--- src/rtl/udp_port_splitter_if.sv ---
// UDP metadata/data stream bundle shared by the receive engine and the
// per-port application consumers. CH is the number of independent
// valid/ready lanes; the payload fields are shared across lanes.

`ifndef PORT_NUM_W
`define PORT_NUM_W 16
`endif

package udp_port_splitter_pkg;
    typedef struct packed {
        logic [31:0]            src_ip;
        logic [31:0]            dst_ip;
        logic [`PORT_NUM_W-1:0] src_port;
        logic [`PORT_NUM_W-1:0] dst_port;
        logic [15:0]            data_length;
    } udp_info;
endpackage

interface udp_port_splitter_if #(
    parameter int NOC_DATA_W     = 32,
    parameter int NOC_PADBYTES_W = 2,
    parameter int CH             = 1
);
    logic [CH-1:0]                  meta_val;
    udp_port_splitter_pkg::udp_info meta_info;
    logic [CH-1:0]                  meta_rdy;
    logic [CH-1:0]                  data_val;
    logic [NOC_DATA_W-1:0]          data;
    logic                           data_last;
    logic [NOC_PADBYTES_W-1:0]      data_padbytes;
    logic [CH-1:0]                  data_rdy;

    // Producer side of the stream
    modport master (
        output meta_val, meta_info, data_val, data, data_last, data_padbytes,
        input  meta_rdy, data_rdy
    );

    // Consumer side of the stream
    modport slave (
        input  meta_val, meta_info, data_val, data, data_last, data_padbytes,
        output meta_rdy, data_rdy
    );
endinterface

--- src/rtl/udp_port_splitter.sv ---
// N-way UDP receive demultiplexer: steers each packet (one metadata flit plus
// its data beats) to the channel whose table port equals the packet's
// destination port. Unmatched packets are swallowed and counted.

`ifndef PORT_NUM_W
`define PORT_NUM_W 16
`endif

module udp_port_splitter #(
    parameter int NOC_DATA_W     = -1,
    parameter int NOC_PADBYTES   = NOC_DATA_W / 8,
    parameter int NOC_PADBYTES_W = $clog2(NOC_PADBYTES),
    parameter int NUM_DST        = 4,
    parameter logic [`PORT_NUM_W*NUM_DST-1:0] DST_PORTS = '0,
    parameter int DROP_CNT_W     = 32
) (
    input  logic                   clk,
    input  logic                   rst,
    udp_port_splitter_if.slave     src,
    udp_port_splitter_if.master    dst,
    output logic [DROP_CNT_W-1:0]  drop_cnt
);
    localparam int SEL_W = (NUM_DST > 1) ? $clog2(NUM_DST) : 1;

    localparam logic [1:0] IDLE      = 2'd0;
    localparam logic [1:0] META_OUT  = 2'd1;
    localparam logic [1:0] DATA_PASS = 2'd2;
    localparam logic [1:0] DROP      = 2'd3;

    logic [1:0]                     state;
    udp_port_splitter_pkg::udp_info meta_reg;
    logic [SEL_W-1:0]               sel_reg;
    logic [SEL_W-1:0]               sel_nxt;
    logic                           hit;
    logic                           src_rdy;
    logic                           beat_hs;
    logic                           last_hs;
    logic [NUM_DST-1:0]             meta_val_vec;
    logic [NUM_DST-1:0]             data_val_vec;
    logic [NOC_DATA_W-1:0]          beat_data;
    logic [NOC_PADBYTES_W-1:0]      beat_pad;

    // Table lookup: scan downward so the lowest matching index is the one kept
    always_comb begin
        hit     = 1'b0;
        sel_nxt = '0;
        for (int i = NUM_DST - 1; i >= 0; i--) begin
            if (DST_PORTS[i*`PORT_NUM_W +: `PORT_NUM_W] == src.meta_info.dst_port) begin
                hit     = 1'b1;
                sel_nxt = SEL_W'(i);
            end
        end
    end

    // Upstream data ready: follows the selected consumer when passing, always set when dropping
    always_comb begin
        case (state)
            DATA_PASS: src_rdy = dst.data_rdy[sel_reg];
            DROP:      src_rdy = 1'b1;
            default:   src_rdy = 1'b0;
        endcase
    end

    assign beat_hs = src.data_val[0] & src_rdy;
    assign last_hs = beat_hs & src.data_last;

    // Per-channel valids: only the selected lane, and only in its own phase
    always_comb begin
        for (int i = 0; i < NUM_DST; i++) begin
            meta_val_vec[i] = (state == META_OUT) && (sel_reg == SEL_W'(i));
            data_val_vec[i] = (state == DATA_PASS) && (sel_reg == SEL_W'(i)) && src.data_val[0];
        end
    end

    assign src.meta_rdy[0] = (state == IDLE);
    assign src.data_rdy[0] = src_rdy;

    assign beat_data         = src.data;
    assign beat_pad          = src.data_padbytes;
    assign dst.meta_val      = meta_val_vec;
    assign dst.meta_info     = meta_reg;
    assign dst.data_val      = data_val_vec;
    assign dst.data          = beat_data;
    assign dst.data_last     = src.data_last;
    assign dst.data_padbytes = beat_pad;

    // Packet sequencing and drop counting; one packet in flight at a time
    always_ff @(posedge clk) begin
        if (rst) begin
            state    <= IDLE;
            drop_cnt <= '0;
        end else begin
            case (state)
                IDLE: begin
                    if (src.meta_val[0]) begin
                        state <= hit ? META_OUT : DROP;
                    end
                end
                META_OUT: begin
                    if (dst.meta_rdy[sel_reg]) begin
                        state <= DATA_PASS;
                    end
                end
                DATA_PASS: begin
                    if (last_hs) begin
                        state <= IDLE;
                    end
                end
                DROP: begin
                    if (last_hs) begin
                        state    <= IDLE;
                        drop_cnt <= drop_cnt + DROP_CNT_W'(1);
                    end
                end
                default: state <= IDLE;
            endcase
        end
    end

    // Capture metadata and routing choice when a new packet is accepted
    always_ff @(posedge clk) begin
        if (state == IDLE && src.meta_val[0]) begin
            meta_reg <= src.meta_info;
            sel_reg  <= sel_nxt;
        end
    end
endmodule

--- src/flat_wrapper.sv ---
// flat-port wrapper written by rule: the top's interface ports become plain ports
module udp_port_splitter_flat 
#(
    parameter int NOC_DATA_W     = -1,
    parameter int NOC_PADBYTES   = NOC_DATA_W / 8,
    parameter int NOC_PADBYTES_W = $clog2(NOC_PADBYTES),
    parameter int NUM_DST        = 4,
    parameter logic [`PORT_NUM_W*NUM_DST-1:0] DST_PORTS = '0,
    parameter int DROP_CNT_W     = 32
)
  (clk, rst, drop_cnt, src_meta_val, src_meta_info, src_data_val, src_data, src_data_last, src_data_padbytes, src_meta_rdy, src_data_rdy, dst_meta_val, dst_meta_info, dst_data_val, dst_data, dst_data_last, dst_data_padbytes, dst_meta_rdy, dst_data_rdy);
  udp_port_splitter_if #(.NOC_DATA_W(NOC_DATA_W), .NOC_PADBYTES_W(NOC_PADBYTES_W), .CH(1)) src_i ();
  udp_port_splitter_if #(.NOC_DATA_W(NOC_DATA_W), .NOC_PADBYTES_W(NOC_PADBYTES_W), .CH((4))) dst_i ();
  input  logic clk;
  input  logic rst;
  output logic [DROP_CNT_W-1:0] drop_cnt;
  input wire logic [$bits(src_i.meta_val)-1:0] src_meta_val;
  input wire logic [$bits(src_i.meta_info)-1:0] src_meta_info;
  input wire logic [$bits(src_i.data_val)-1:0] src_data_val;
  input wire logic [$bits(src_i.data)-1:0] src_data;
  input wire logic [$bits(src_i.data_last)-1:0] src_data_last;
  input wire logic [$bits(src_i.data_padbytes)-1:0] src_data_padbytes;
  output wire logic [$bits(src_i.meta_rdy)-1:0] src_meta_rdy;
  output wire logic [$bits(src_i.data_rdy)-1:0] src_data_rdy;
  output wire logic [$bits(dst_i.meta_val)-1:0] dst_meta_val;
  output wire logic [$bits(dst_i.meta_info)-1:0] dst_meta_info;
  output wire logic [$bits(dst_i.data_val)-1:0] dst_data_val;
  output wire logic [$bits(dst_i.data)-1:0] dst_data;
  output wire logic [$bits(dst_i.data_last)-1:0] dst_data_last;
  output wire logic [$bits(dst_i.data_padbytes)-1:0] dst_data_padbytes;
  input wire logic [$bits(dst_i.meta_rdy)-1:0] dst_meta_rdy;
  input wire logic [$bits(dst_i.data_rdy)-1:0] dst_data_rdy;
  assign src_i.meta_val = src_meta_val;
  assign src_i.meta_info = src_meta_info;
  assign src_i.data_val = src_data_val;
  assign src_i.data = src_data;
  assign src_i.data_last = src_data_last;
  assign src_i.data_padbytes = src_data_padbytes;
  assign src_meta_rdy = src_i.meta_rdy;
  assign src_data_rdy = src_i.data_rdy;
  assign dst_meta_val = dst_i.meta_val;
  assign dst_meta_info = dst_i.meta_info;
  assign dst_data_val = dst_i.data_val;
  assign dst_data = dst_i.data;
  assign dst_data_last = dst_i.data_last;
  assign dst_data_padbytes = dst_i.data_padbytes;
  assign dst_i.meta_rdy = dst_meta_rdy;
  assign dst_i.data_rdy = dst_data_rdy;
  udp_port_splitter #(.NOC_DATA_W(NOC_DATA_W), .NOC_PADBYTES(NOC_PADBYTES), .NOC_PADBYTES_W(NOC_PADBYTES_W), .NUM_DST(NUM_DST), .DST_PORTS(DST_PORTS), .DROP_CNT_W(DROP_CNT_W)) u_core (.clk(clk), .rst(rst), .src(src_i), .dst(dst_i), .drop_cnt(drop_cnt));
endmodule
--- config.mk ---
export PLATFORM = sky130hd
export DESIGN_NAME = udp_port_splitter_flat
export DESIGN_NICKNAME = d
export VERILOG_FILES = /design/src/rtl/udp_port_splitter_if.sv /design/src/rtl/udp_port_splitter.sv /design/src/flat_wrapper.sv
export SDC_FILE = /design/constraint.sdc
export NUM_CORES = 1
export LEC_CHECK = 0
export ABC_CLOCK_PERIOD_IN_PS = 4400
export CAP_MARGIN = 20
export CORE_MARGIN = 2
export CORE_UTILIZATION = 38
export CTS_CLUSTER_SIZE = 40
export DETAILED_ROUTE_END_ITERATION = 12
export PLACE_DENSITY = 0.8
export RECOVER_POWER = 25
export SYNTH_ARGS = -nofsm -noshare
export SYNTH_HDL_FRONTEND = slang
export SYNTH_SLANG_ARGS = --single-unit
--- constraint.sdc ---
create_clock -name clk -period 4.4 [get_ports clk]
set_clock_uncertainty 0.05 [all_clocks]
set_input_delay 0.44 -clock clk [delete_from_list [all_inputs] [get_ports clk]]
set_output_delay 0.44 -clock clk [all_outputs]
set_load 0.01 [all_outputs]
==> After elaboration in Yosys (flattened, before gate mapping) <==
Cells that the tools add are included.
{ "op_classes": {"addsub": 1, "n_mul": 0, "n_div": 0, "order_cmp": 0, "eq_ne": 6, "shift": 0, "mux": 7, "bitwise_logic": 2, "reduce_logical": 7} }
{ "ops": {"columns": ["operator", "n"], "rows": [
  ["adder 32 x 1 -> 32 bit (second input constant)", 1],
  ["logical NOT 16 bit", 1],
  ["two-way mux 2 bit", 4],
  ["one-hot mux 2 bit (3 select lines)", 1],
  ["equality test 2 bit (second input constant)", 2],
  ["inequality test 2 bit (second input constant)", 2],
  ["AND reduction 3 bit", 1],
  ["AND 1 bit", 2],
  ["equality test 2 x 1 -> 1 bit (second input constant)", 1],
  ["logical AND 1 bit", 2],
  ["logical NOT 2 bit", 1],
  ["inequality test 2 x 1 -> 1 bit (second input constant)", 1],
  ["one-hot mux 1 bit (2 select lines)", 1],
  ["AND reduction 2 bit", 1],
  ["OR reduction 2 bit", 1],
  ["two-way mux 1 bit", 1]
]} }
{ "totals": {"register_bits": 146, "latchBits": 0, "ramBits": 0, "romBits": 0, "inputBits": 130, "out_inout_bits": 160, "elab_cells": 30, "mem_count": 0} }

==> Logic depth before layout (Yosys ltp) <==
Gate-level depths: netlist (run 1).
{ "logic_depth": {"word_depth": 6, "ltp_mapped": 7, "mapped_depth_nobuf": 5} }

==> Worst setup path after synthesis (run 1) <==
Ideal clock, no wire load.
{ "synth_path": {"path_kind": "register to register", "startpoint": "register u_core.state[0]", "endpoint": "register u_core.state[1]", "setup_time_ps": 81, "t_arrival_ps": 3819, "t_required_ps": 4269, "slack_ps": 451, "path_stages_with_launch": 6, "path_buffers": 1, "synth_period_minus_slack_ps": 3949, "path_cell_list": "dfxtp_1 > clkbuf_1 > nor2_1 > and2_1 > a222oi_1 > nor2_1"} }
{ "synth_via": {"elab_cells_between_ends": 13, "cone_classes": "6 x eq/ne; 2 x mux; 2 x bitwise; 3 x reduce/logical"} }
{ "synth_lines": {"columns": ["item", "line_no", "source"], "rows": [
  ["start, declared", "udp_port_splitter.sv:30", "logic [1:0] state;"],
  ["start signal, assigned", "udp_port_splitter.sv:96", "state <= hit ? META_OUT : DROP;"],
  ["logical NOT 2 bit (*)", null, null],
  ["via src_meta_rdy", "flat_wrapper.sv:23", "output wire logic [$bits(src_i.meta_rdy)-1:0] src_meta_rdy;"],
  ["inequality test 2 bit (no line)", null, null],
  ["AND reduction 3 bit (no line)", null, null]
]} }
The timed path passes the listed nets; every way through them passes the cells marked *.
A chain may end at the register's enable or synchronous reset.

==> Worst setup path after layout (run 1) <==
{ "layout_path": {"startpoint": "register u_core.drop_cnt[5]", "endpoint": "register u_core.drop_cnt[27]"} }
{ "layout_via": {"elab_chain_len": 1} }
{ "layout_rtl": {"columns": ["item", "line_no", "source"], "rows": [
  ["start, declared", "udp_port_splitter.sv:21", "output logic [DROP_CNT_W-1:0] drop_cnt"],
  ["start signal, assigned", "udp_port_splitter.sv:112", "drop_cnt <= drop_cnt + DROP_CNT_W'(1);"],
  ["adder 32 x 1 -> 32 bit", "udp_port_splitter.sv:112", null]
]} }
Every way passes these cells.

==> results.tsv, run 1 <==
metric	value	unit
post-synthesis async set-or-reset flop share	0	%
post-synthesis sequential area ratio	78.5	%
IO Port Bufs	267	
Mapped Cells	328	
worst-path fanout max	24	
EDFF count, synth	112	
Max H-tree Level	4	
Tcrit/Tclk final	56.4	%
required time of the critical path	4.68	ns
setup total negative slack	0	ns
top-area cell type share of the netlist area	65.3	%
final worst setup slack	1.92	ns
crit path buf inv count	0	
Worst Max-Slew Pin Slew	0.768	ns
Tmin final	2.48	ns
FF-to-FF setup slack	1.92	ns
worst vdd ir	198	uV
clk_lat worst skew	0.41	ns
maxcap violations	0	
Most Frequent Cell on Critical Path	or4_1	
Setup-failing EPs final	0	
Std-Cell Rows	42	
Reg clk slew, reported paths	0.06	ns
Die H	120	um
FF-to-FF Start	u_core.drop_cnt[5]	
GP Congestion	0.838	
DRT Pass-1 Iters	4	
first-pass GRT wire length	23800	um
met3 usage in global routing	9.29	%
synth top area cells	edfxtp_1 (65%), dfxtp_1 (13%), or4_1 (2.5%)	
pre-CTS setup slack	1.77	ns
CP arrival	2.76	ns
Worst Hold Margin	0.448	ns
ys flop type	edfxtp_1	
Post-CTS Resized	0	
CTS tree	done	
Iter 0 DRT Violations	281	
Total Routing Usage GR	22.4	%
vias in the first global route	3900	
CP startpoint kind	flip-flop	
CTS hold repair buffers	0	
Via density	5.04	
Commonest cells post-synth	edfxtp_1 (112), dfxtp_1 (34), a21oi_1 (21), or4_1 (17)	
Num Clock Sinks	146	
YS warnings	0	
Cell Pwr Density	406	nW/um^2
global-route track usage on met1	23.4	%
largest net degree at the start of global routing	61	
reg2reg path depth	4	
TritonCTS buffer count	17	
Hold WC Path Type	reg -> reg	
layout cells sized above 1	5.26	%
wire per inst	20.7	um
WS Path Type	reg -> reg	
status	complete, no violations	
vias post-DR	3993	
core box area	13200	um^2
Worst R2R End	u_core.drop_cnt[27]	
Starting Density	38.9	%
Layout Nets	727	
most common cell in the synthesized netlist	edfxtp_1	
final WL	16400	um
Worst path slowest cell	or4_1	
DRC viols	0	
Avg Cell Area, Syn	15.7	um^2
CP Capture Type	flip-flop	
Worst Hold End	u_core.drop_cnt[31]	
slowest stage delay, CP	0.88	ns
GR peak layer	met2	
total grt overflow	0	
leakage power	0.00291	uW
Die Area	14500	um^2
Final HPWL DP	11600	um
Slew HR	48.8	%
IO Pins	290	
hold path depth	2	
Yosys reg bits	146	
Setup Buffers After CTS	0	
Hold Crit Start	u_core.drop_cnt[31]	
area leader, netlist	edfxtp_1	
CTS Buffer Depth	2	
Die W	120	um
ANT nets after route	0	
RSZ-0062 raised after global routing	no	
max frequency	0.403	GHz
mapped cell area	5150	um^2
Distinct cells, synth	33	
CTS root buffer	clkbuf_16	
GR Util met2	39.5	%
Fill cells	946	
Final Hold Vio Count	0	
Top delay family on crit path	simple AND/OR/NAND/NOR gates	
worst-path cell chain	nand4_2 -> or4_1 -> or4_1 -> a21oi_1	
Area Overhead vs Synth	66.2	%
initial antenna violation count	7	
Max Slew Vio Count	0	
placed cells by master (no fill, tap or decap), types with 2 or more instances in the layout:
cell / synthesis / layout
buf_4: 12 / 2
clkdlybuf4s50_1: 0 / 164
nand3_1: 10 / 10
bufinv_16: 0 / 4
inv_1: 6 / 6
xnor2_1: 5 / 5
a21oi_1: 21 / 21
nor4_1: 8 / 8
diode_2: 0 / 8
o21ai_0: 5 / 5
o31ai_1: 16 / 16
clkinv_4: 0 / 2
and3_1: 2 / 2
dfxtp_1: 34 / 34
or3_1: 7 / 7
clkbuf_1: 12 / 3
dlygate4sd3_1: 0 / 103
nor2_1: 16 / 16
edfxtp_1: 112 / 112
clkinv_1: 0 / 2
nor2b_1: 2 / 2
nand2_1: 9 / 9
clkinv_2: 0 / 2
clkbuf_16: 0 / 17
or4_1: 17 / 17
conb_1: 1 / 6
xor2_1: 4 / 4
nand4_1: 11 / 11
and4_1: 6 / 6
metrics by stage:
stage	cell area, um^2	std cells	util [%]	power (uW)
3_5_place_dp	7930	752	59.9	2040
5_1_grt	8560	791	64.7	3590
6_report	8560	792	64.7	3480
3_3_place_gp	7930	752	59.9	2030
4_1_cts	8530	783	64.4	3520
2_1_floorplan	5170	333	-	1760
power by group:
group / switching (uW) / internal, uW
clock network: 533 / 941
registers: 30.5 / 1590
logic: 163 / 214
total: 727 / 2750
worst max-delay path by stage:
stage / start / to / slack [ns] / cells after the start
2_1_floorplan: u_core.state[0] / u_core.state[1] / 0.45 / 5
3_3_place_gp: src_data_last / u_core.drop_cnt[19] / 1.84 / 5
3_5_place_dp: src_data_last / u_core.drop_cnt[19] / 1.77 / 5
4_1_cts: u_core.drop_cnt[5] / u_core.drop_cnt[27] / 1.90 / 4
5_1_grt: u_core.drop_cnt[5] / u_core.drop_cnt[27] / 1.80 / 4
6_report: u_core.drop_cnt[5] / u_core.drop_cnt[27] / 1.92 / 4
metal layers:
layer	share of wire, %	vias up	wire length [um]
li1	-	1808	-
met1	35	1964	5760
met2	54	197	8890
met3	9.0	24	1480
met4	1.7	0	285
met5	0	-	0
worst register-to-register path: stages (launching register included):
cell,delay (ns)
dfxtp_1,0.48
nand4_2,0.18
or4_1,0.88
or4_1,0.62
a21oi_1,0.18
sequential cells by signal, summed over array words and instances, names as in the netlist:
register,count
u_core.drop_cnt,32
u_core.state,2
u_core.dst.meta_info,112
cells by family (layout without fill, tap and decap cells):
kind of cell	count (synthesis)	after routing	share of synthesized area (%)
other	1	14	0.0728
xor gates and xnor gates	9	9	1.53
AOI/OAI and AO/OA	46	46	5.46
adders and majority gates	1	1	0.243
and+or+nand+nor	91	91	10.4
muxes	2	2	0.413
buffers and inverters	32	307	3.38
DFF	146	146	78.5
area by class of cell:
cell class / instances / area (um^2) / area share [%]
Clock buffer: 20 / 437 / 5.10
Antenna cell: 8 / 20.0 / 0.234
Tap cell: 176 / 220 / 2.57
Multi-Input combinational cell: 155 / 956 / 11.2
Sequential cell: 146 / 4040 / 47.2
Timing Repair Buffer: 270 / 2700 / 31.6
Inverter: 6 / 22.5 / 0.263
Clock inverter: 11 / 163 / 1.90
Power figures use the tool's default switching activity.
==> run 2: changes to the inputs <==
--- a/config.mk
+++ b/config.mk
@@ -5,7 +5,7 @@
 export SDC_FILE = /design/constraint.sdc
 export NUM_CORES = 1
 export LEC_CHECK = 0
-export ABC_CLOCK_PERIOD_IN_PS = 4400
+export ABC_CLOCK_PERIOD_IN_PS = 2400
 export CAP_MARGIN = 20
 export CORE_MARGIN = 2
 export CORE_UTILIZATION = 38
==> constraint.sdc (replaced) <==
create_clock -name clk -period 2.4 [get_ports clk]
set_clock_uncertainty 0.05 [all_clocks]
set_input_delay 0.24 -clock clk [delete_from_list [all_inputs] [get_ports clk]]
set_output_delay 0.24 -clock clk [all_outputs]
set_load 0.01 [all_outputs]
==> run 2 against run 1 <==
Global-route usage shrank 0.13 points. Sequential share of layout area shrank 0.28 points. Critical path depth grew 1. Fmax grew 13%.
==> results.tsv, run 2 (synthesized netlist as in run 1, its figures left out) <==
metric	value	unit	change
Clock Power Share	40.3	%	was 42.4%
required time of the critical path	2.69	ns	was 4.68 ns
CP arrival	2.48	ns	was 2.76 ns
CP startpoint kind	flip-flop		unchanged
crit path buf inv count	1		was 0
Num Clock Sinks	146		unchanged
Power, Total	6190	uW	was 3480 uW
vias in the first global route	4009		was 3900
core box area	13200	um^2	unchanged
Reg clk slew, reported paths	0.06	ns	about the same
slowest stage delay, CP	0.52	ns	was 0.88 ns
GP Congestion	0.840		was 0.838
total grt overflow	0		unchanged
Slew HR	64.8	%	was 48.8%
worst-path cell chain	nand4_1 -> or4_1 -> buf_4 -> or4_1 -> a21oi_1		was nand4_2 -> or4_1 -> or4_1 -> a21oi_1
clk_lat worst skew	0.41	ns	about the same
first-pass GRT wire length	23800	um	about the same
IO Pins	290		unchanged
layout cells sized above 1	6.65	%	was 5.26%
DRT Pass-1 Iters	4		unchanged
Most Frequent Cell on Critical Path	or4_1		unchanged
commonest non-fill, non-tap cells in the layout	clkdlybuf4s50_1 (169), edfxtp_1 (112), dlygate4sd3_1 (98)		was clkdlybuf4s50_1 (164), edfxtp_1 (112), dlygate4sd3_1 (103)
Sw Ratio	21.7	%	was 20.9%
dpl cells	763		was 752
maxcap violations	0		unchanged
Max H-tree Level	4		unchanged
Std-Cell Rows	42		unchanged
Starting Density	38.9	%	unchanged
switching power	1340	uW	was 727 uW
setup total negative slack	0	ns	unchanged
Setup-failing EPs final	0		unchanged
Layout Nets	737		was 727
WS Path Type	reg -> reg		unchanged
initial antenna violation count	7		unchanged
status	complete, no violations		unchanged
Die W	120	um	unchanged
IO Port Bufs	267		unchanged
Pint	4850	uW	was 2750 uW
Via density	5.04		about the same
final cell count without fillers	800		was 792
CTS tree	done		unchanged
Top delay family on crit path	simple AND/OR/NAND/NOR gates		unchanged
register share of total power	48.0	%	was 46.7%
CTS hold repair buffers	0		unchanged
RSZ-0062 raised after global routing	no		unchanged
Die H	120	um	unchanged
number of flip-flops in the largest register	112		unchanged
vias post-DR	4029		was 3993
Iter 0 DRT Violations	269		was 281
Tmin final	2.19	ns	was 2.48 ns
final WL	16400	um	about the same
worst vdd ir	458	uV	was 198 uV
Post-CTS Resized	0		unchanged
ANT nets after route	0		unchanged
Worst Hold Margin	0.378	ns	was 0.448 ns
Worst Max-Slew Pin Slew	0.528	ns	was 0.768 ns
worst-path fanout max	24		unchanged
Hold WC Path Type	in -> reg		was reg -> reg
Fill cells	950		was 946
Logic pwr share	11.7	%	was 10.9%
DRC viols	0		unchanged
TritonCTS buffer count	17		unchanged
Tcrit/Tclk final	91.1	%	was 56.4%
largest net degree at the start of global routing	37		was 61
CTS root buffer	clkbuf_16		unchanged
CP Capture Type	flip-flop		unchanged
max frequency	0.457	GHz	was 0.403 GHz
CTS Buffer Depth	2		unchanged
Final Hold Vio Count	0		unchanged
Setup Buffers After CTS	0		unchanged
Cell Pwr Density	719	nW/um^2	was 406 nW/um^2
Final HPWL DP	11800	um	was 11600 um
Max Slew Vio Count	0		unchanged
Total Routing Usage GR	22.3	%	was 22.4%
wire per inst	20.4	um	was 20.7 um
leakage power	0.00294	uW	was 0.00291 uW
Area Overhead vs Synth	67.2	%	was 66.2%
Die Area	14500	um^2	unchanged
commonest non-fill, non-tap cell in the layout	clkdlybuf4s50_1		unchanged
Worst path slowest cell	or4_1		unchanged
[run 2: cell count changes in the layout (fill, tap and decap cells not counted), sizes merged]
cell	change
inv	+2
clkdlybuf4s50	+5
clkinv	-1
dlygate4sd3	-5
buf	+10
diode	-1
bufinv	-2
[run 2: path summary, 6_finish.rpt]
check                       from                  endpoint  slack, ns  depth (start not counted)
max          u_core.drop_cnt[14]       u_core.drop_cnt[25]       0.21                          5
min            src_meta_info[30]  u_core.dst.meta_info[30]       0.38                          1
max reg2reg  u_core.drop_cnt[14]       u_core.drop_cnt[25]       0.21                          5
min reg2reg  u_core.drop_cnt[31]       u_core.drop_cnt[31]       0.44                          2
[run 2: area by class of cell]
type,instances,area (um^2),area share (%)
Sequential cell,146,4040,46.9
Timing Repair Buffer,280,2810,32.6
Multi-Input combinational cell,155,956,11.1
Clock buffer,20,437,5.07
Tap cell,176,220,2.56
Clock inverter,10,111,1.29
Inverter,6,22.5,0.261
Antenna cell,7,17.5,0.203
[run 2: power groups by stage]
stage / logic, uW / registers (uW) / clock network, uW
finish: 723 / 2970 / 2500
global route: 760 / 2990 / 2640
CTS: 760 / 2980 / 2540
detailed placement: 749 / 3020 / 0
global placement: 734 / 3010 / 0
floorplan: 120 / 3100 / 0
[run 2: routing by layer]
| layer | track usage (%) | vias to the layer above | share of wire (%) |
|---|---|---|---|
| li1 | - | 1836 | - |
| met1 | 22.4 | 1968 | 35 |
| met2 | 40.1 | 189 | 54 |
| met3 | 9.20 | 36 | 8.5 |
| met4 | 9.74 | 0 | 2.6 |
| met5 | 0 | - | 0 |
[run 2: through the flow]
stage | setup WS (ns) | util (%) | cell area, um^2
detailed placement | 0.137 | 60.8 | 8050
CTS | 0.238 | 64.9 | 8600
global placement | 0.174 | 60.8 | 8050
floorplan | 0.305 | - | 5170
global route | 0.0816 | 65.1 | 8620
finish | 0.212 | 65.1 | 8620
==> run 3: changes to the inputs <==
--- a/config.mk
+++ b/config.mk
@@ -6,7 +6,6 @@
 export NUM_CORES = 1
 export LEC_CHECK = 0
 export ABC_CLOCK_PERIOD_IN_PS = 2400
-export CAP_MARGIN = 20
 export CORE_MARGIN = 2
 export CORE_UTILIZATION = 38
 export CTS_CLUSTER_SIZE = 40
==> results of run 3 <==
No change in the layout: final DEF, timing and power equal those of run 2.
